$ cat src/rtl/csa_pkg.sv
// Shared sizing, stage-count helper and pipeline slot type for the CSA resolve pipe.
package csa_pkg;

  localparam int unsigned DEF_WIDTH = 16;
  localparam int unsigned DEF_CHUNK = 4;

  // Number of ripple slices; divisibility is checked where the pipe is built.
  function automatic int unsigned nstages(input int unsigned width, input int unsigned chunk);
    return width / chunk;
  endfunction

  // One pipeline slot: partial result plus the operand bits still to be resolved.
  typedef struct packed {
    logic                   valid;
    logic                   carry;
    logic [DEF_WIDTH:0]     b;
    logic [DEF_WIDTH-1:0]   sum;
    logic [DEF_WIDTH+1:0]   res;
  } slot_t;

endpackage

$ cat src/rtl/csa_chunk_stage.sv
// One CHUNK-bit ripple slice with its slot register; the last slice also forms the two result MSBs.
module csa_chunk_stage
  import csa_pkg::*;
#(
  parameter int unsigned K     = 0,
  parameter int unsigned CHUNK = DEF_CHUNK,
  parameter bit          LAST  = 1'b0
) (
  input  logic  clk,
  input  logic  rst_n,
  input  logic  en,
  input  logic  clr,
  input  slot_t d,
  output slot_t q
);

  localparam int unsigned AW = CHUNK + 1;
  localparam int unsigned LO = K * CHUNK;

  logic [AW-1:0] add;
  slot_t         nxt;

  // Resolve this slice and forward everything else unchanged.
  always_comb begin
    nxt = d;
    add = {1'b0, d.sum[LO +: CHUNK]} + {1'b0, d.b[LO +: CHUNK]} + AW'(d.carry);
    nxt.res[LO +: CHUNK] = add[CHUNK-1:0];
    nxt.carry            = add[CHUNK];
    if (LAST) begin
      nxt.res[DEF_WIDTH]   = d.b[DEF_WIDTH] ^ add[CHUNK];
      nxt.res[DEF_WIDTH+1] = d.b[DEF_WIDTH] & add[CHUNK];
    end
  end

  // Slot register: flush kills the valid bit regardless of enable, stall holds everything.
  always_ff @(posedge clk or negedge rst_n) begin
    if (!rst_n) begin
      q <= '0;
    end else if (clr) begin
      q.valid <= 1'b0;
    end else if (en) begin
      q <= nxt;
    end
  end

endmodule

$ cat src/rtl/csa_resolve_pipe.sv
// Pipelined carry-propagate resolve of a carry-save (sum, carry) pair into one binary result.
// Optional synchronous flush port enabled by defining CSA_RESOLVE_FLUSH_EN.
module csa_resolve_pipe
  import csa_pkg::*;
#(
  parameter int unsigned WIDTH = DEF_WIDTH,
  parameter int unsigned CHUNK = DEF_CHUNK
) (
  input  logic             clk,
  input  logic             rst_n,
  input  logic             in_valid,
  output logic             in_ready,
  input  logic [WIDTH-1:0] in_sum,
  input  logic [WIDTH-1:0] in_ca,
  output logic             out_valid,
  input  logic             out_ready,
  output logic [WIDTH+1:0] out_res
`ifdef CSA_RESOLVE_FLUSH_EN
  ,
  input  logic             flush
`endif
);

  localparam int unsigned NSTAGES = nstages(WIDTH, CHUNK);

  // Configuration sanity: slices must tile the width, and the slot type is sized by the package.
  if (((WIDTH % CHUNK) != 0) || (WIDTH != DEF_WIDTH)) begin : g_bad_cfg
    $error("csa_resolve_pipe: WIDTH must be a multiple of CHUNK and equal DEF_WIDTH");
  end

  logic  en;
  logic  clr;
  slot_t din;
  slot_t slot_q [NSTAGES];

`ifdef CSA_RESOLVE_FLUSH_EN
  assign clr = flush;
`else
  assign clr = 1'b0;
`endif

  // Whole pipe advances together whenever the output slot is empty or being drained.
  assign en       = !out_valid | out_ready;
  assign in_ready = en & !clr;

  // Build the entry slot; operands are zeroed on empty slots so nothing undefined enters the pipe.
  always_comb begin
    din       = '0;
    din.valid = in_valid & in_ready;
    if (in_valid) begin
      din.sum = in_sum;
      din.b   = {in_ca, 1'b0};
    end
  end

  // One ripple slice per stage; the last stage's slot is the output register.
  for (genvar k = 0; k < NSTAGES; k++) begin : g_stage
    if (k == 0) begin : g_first
      csa_chunk_stage #(
        .K     (k),
        .CHUNK (CHUNK),
        .LAST  (NSTAGES == 1)
      ) u_stage (
        .clk   (clk),
        .rst_n (rst_n),
        .en    (en),
        .clr   (clr),
        .d     (din),
        .q     (slot_q[k])
      );
    end else begin : g_next
      csa_chunk_stage #(
        .K     (k),
        .CHUNK (CHUNK),
        .LAST  (k == NSTAGES - 1)
      ) u_stage (
        .clk   (clk),
        .rst_n (rst_n),
        .en    (en),
        .clr   (clr),
        .d     (slot_q[k-1]),
        .q     (slot_q[k])
      );
    end
  end

  assign out_valid = slot_q[NSTAGES-1].valid;
  assign out_res   = slot_q[NSTAGES-1].res;

endmodule

$ cat config.mk
export PLATFORM = sky130hd
export DESIGN_NAME = csa_resolve_pipe
export DESIGN_NICKNAME = d
export VERILOG_FILES = /design/src/rtl/csa_pkg.sv /design/src/rtl/csa_chunk_stage.sv /design/src/rtl/csa_resolve_pipe.sv
export SDC_FILE = /design/constraint.sdc
export NUM_CORES = 1
export LEC_CHECK = 0
export ABC_AREA = 1
export CORE_UTILIZATION = 35
export CTS_CLUSTER_SIZE = 16
export DETAILED_ROUTE_END_ITERATION = 10
export MAX_ROUTING_LAYER = met4
export PLACE_DENSITY_LB_ADDON = 0.1
export SLEW_MARGIN = 5
export SYNTH_ARGS = -nofsm -noshare
export SYNTH_HDL_FRONTEND = slang
export SYNTH_HIERARCHICAL = 1
export SYNTH_SLANG_ARGS = --single-unit
$ cat constraint.sdc
create_clock -name clk -period 4.4 [get_ports clk]
set_input_delay 1.32 -clock clk [delete_from_list [all_inputs] [get_ports clk]]
set_output_delay 1.32 -clock clk [all_outputs]
set_load 0.1 [all_outputs]
==> impl_metrics.json <==
{
  "fin_setup_tns_ns": 0,
  "cts_setup_buffers": 0,
  "cts_tree": "done",
  "dr_total_vias": 3402,
  "syn_to_final_growth_pct": 13.6,
  "ant_nets": 0,
  "die_w_um": 122,
  "status": "completed",
  "dp_hpwl_um": 6450,
  "grt_pass1_wl_um": 15900,
  "cts_sinks": 100,
  "relSlewSlack_pct": 34.5,
  "p_leak_uw": 0.00326,
  "clock_skew_ns": 0.00438,
  "dp_slack_ns": 0.864,
  "critPathKind": "in2out",
  "hold_path.class": "reg2reg",
  "grt_max_degree": 53,
  "clkPwrFrac_pct": 29.2,
  "swShare_pct": 33.7,
  "die-area_um2": 14900,
  "grt_pass1_vias": 3344,
  "cts_buffer_depth": 2,
  "drv_cap": 0,
  "placed_cells": 820,
  "p_sw_uw": 835,
  "pin_count": 56,
  "timing.fmax_ghz": 0.285,
  "setup_violations": 0,
  "nNetsFinal": 708,
  "io_buffers": 55,
  "start_util_pct": 36.1,
  "worst_setup_path_end_kind": "primary output",
  "cp.arrival_ns": 2.19,
  "p_int_uw": 1640,
  "syn_area_per_cell_um2": 8.23,
  "wl_per_cell_um": 10.7,
  "combPwrFrac_pct": 25.6,
  "holdWs_ns": 0.469,
  "critPathMaxFanout": 2,
  "drtIter0Drc": 123,
  "numCtsBuffers": 9,
  "irDropWorstVdd_mv": 0.179,
  "startpoint_type": "input pin",
  "design_area_um2": 5740,
  "hold_viol": 0,
  "die_height_um": 122,
  "dr.pass1.iters": 4,
  "worstMarginPinSlew_ns": 0.979,
  "place_congestion": 0.696,
  "finalCritPeriodShare_pct": 79.9,
  "netlist_area_um2": 5050,
  "grt_usage_pct": 14.2,
  "postCtsHoldBufs": 0,
  "rsz0062_at_grt": "false",
  "seqPwrFrac_pct": 45.1,
  "grt_overflow_total": 0,
  "diodes": 0,
  "worst_slack_ns": 0.887,
  "layout-drive-gt1-share_pct": 5.65,
  "cts_root_buf": "clkbuf_16",
  "worst_ep_required_time_ns": 3.08,
  "cts_resized": 0,
  "final_cells": 835,
  "multi_input_comb_area_um2": 1840,
  "core_region_area_um2": 14000,
  "via_per_inst": 4.07,
  "period_minus_slack_ns": 3.51,
  "cts.clk_slew.worst_paths_ns": 0.06,
  "insertion_delay_ns": 0.33,
  "drc": 0,
  "syn_inst": 614,
  "final_max_slew_viol_count": 0,
  "ff_latch_area_um2": 2500,
  "fillers": 1485,
  "num_rows": 43,
  "cts_max_level": 3,
  "dpl_cell_area_um2": 5470,
  "yosys_warnings": 6,
  "antenna_found_initial": 0,
  "drt_wl_total_um": 8930,
  "p_per_area_nw_per_um2": 432
}
[worst paths after layout]
path                                                             startpoint                                      endpoint  slack (ns)  cells after the start
worst max register to register  g_stage[2].g_next.u_stage/q[30]$_DFFE_PN0P_   g_stage[3].g_next.u_stage/q[16]$_DFFE_PN0P_        2.43                      9
worst min register to register   g_stage[3].g_next.u_stage/q[3]$_DFFE_PN0P_    g_stage[3].g_next.u_stage/q[3]$_DFFE_PN0P_        0.47                      2
worst max-delay path                                              out_ready                                      in_ready        0.89                      4
min in group asynchronous                                             rst_n    g_stage[3].g_next.u_stage/q[3]$_DFFE_PN0P_        1.01                      1
worst min-delay path             g_stage[3].g_next.u_stage/q[3]$_DFFE_PN0P_    g_stage[3].g_next.u_stage/q[3]$_DFFE_PN0P_        0.47                      2
max in group asynchronous                                             rst_n  g_stage[0].g_first.u_stage/q[41]$_DFFE_PN0P_        2.55                      2
[sequential cells by signal, summed over array words and instances, names as in the netlist]
register and cells:
g_stage.g_next.u_stage/q 69, g_stage.g_first.u_stage/q 31
[metrics by stage]
step,total power [uW],utilization [%]
2_1_floorplan,1620,-
3_3_place_gp,1770,39.1
3_5_place_dp,1780,39.1
4_1_cts,2520,41.0
5_1_grt,2640,41.0
6_report,2480,41.0
[power by group through the flow]
stage | sequential (uW) | clock, uW | combinational, uW
2_1_floorplan | 1370 | 0 | 248
3_5_place_dp | 1140 | 0 | 642
5_1_grt | 1140 | 799 | 701
6_report | 1120 | 724 | 635
4_1_cts | 1120 | 757 | 643
3_3_place_gp | 1130 | 0 | 634
[layout by cell type (no fill, tap or decap), drive strengths merged]
cell / instances
a21oi: 13
buf: 8
clkbuf: 14
clkdlybuf4s50: 53
clkinvlp: 1
conb: 10
dfrtp: 100
fa: 8
ha: 13
inv: 79
nand2: 314
nand3: 14
nor2: 15
o21ai: 13
[cell type report]
type / instances / area share, %
tap: 180 / 3.93
timing repair buffer: 61 / 10.5
inverter: 79 / 5.17
sequential: 100 / 43.6
clock inverter: 1 / 0.131
multi-input combinational: 400 / 32.0
clock buffer: 14 / 4.60
[critical path: stages]
cell	delay, ns
clkdlybuf4s50_1	0.47
inv_1	0.06
nand2_1	0.14
buf_12	0.20
[metal layers]
layer	vias up	global-route usage, %	wire, um	share of wire, %
li1	1861	-	-	-
met1	1480	19.3	4650	52
met2	57	21.0	3850	43
met3	4	3.00	327	3.7
met4	0	4.57	98	1.1
met5	-	-	0	0
(Power assumes the default switching activity.)
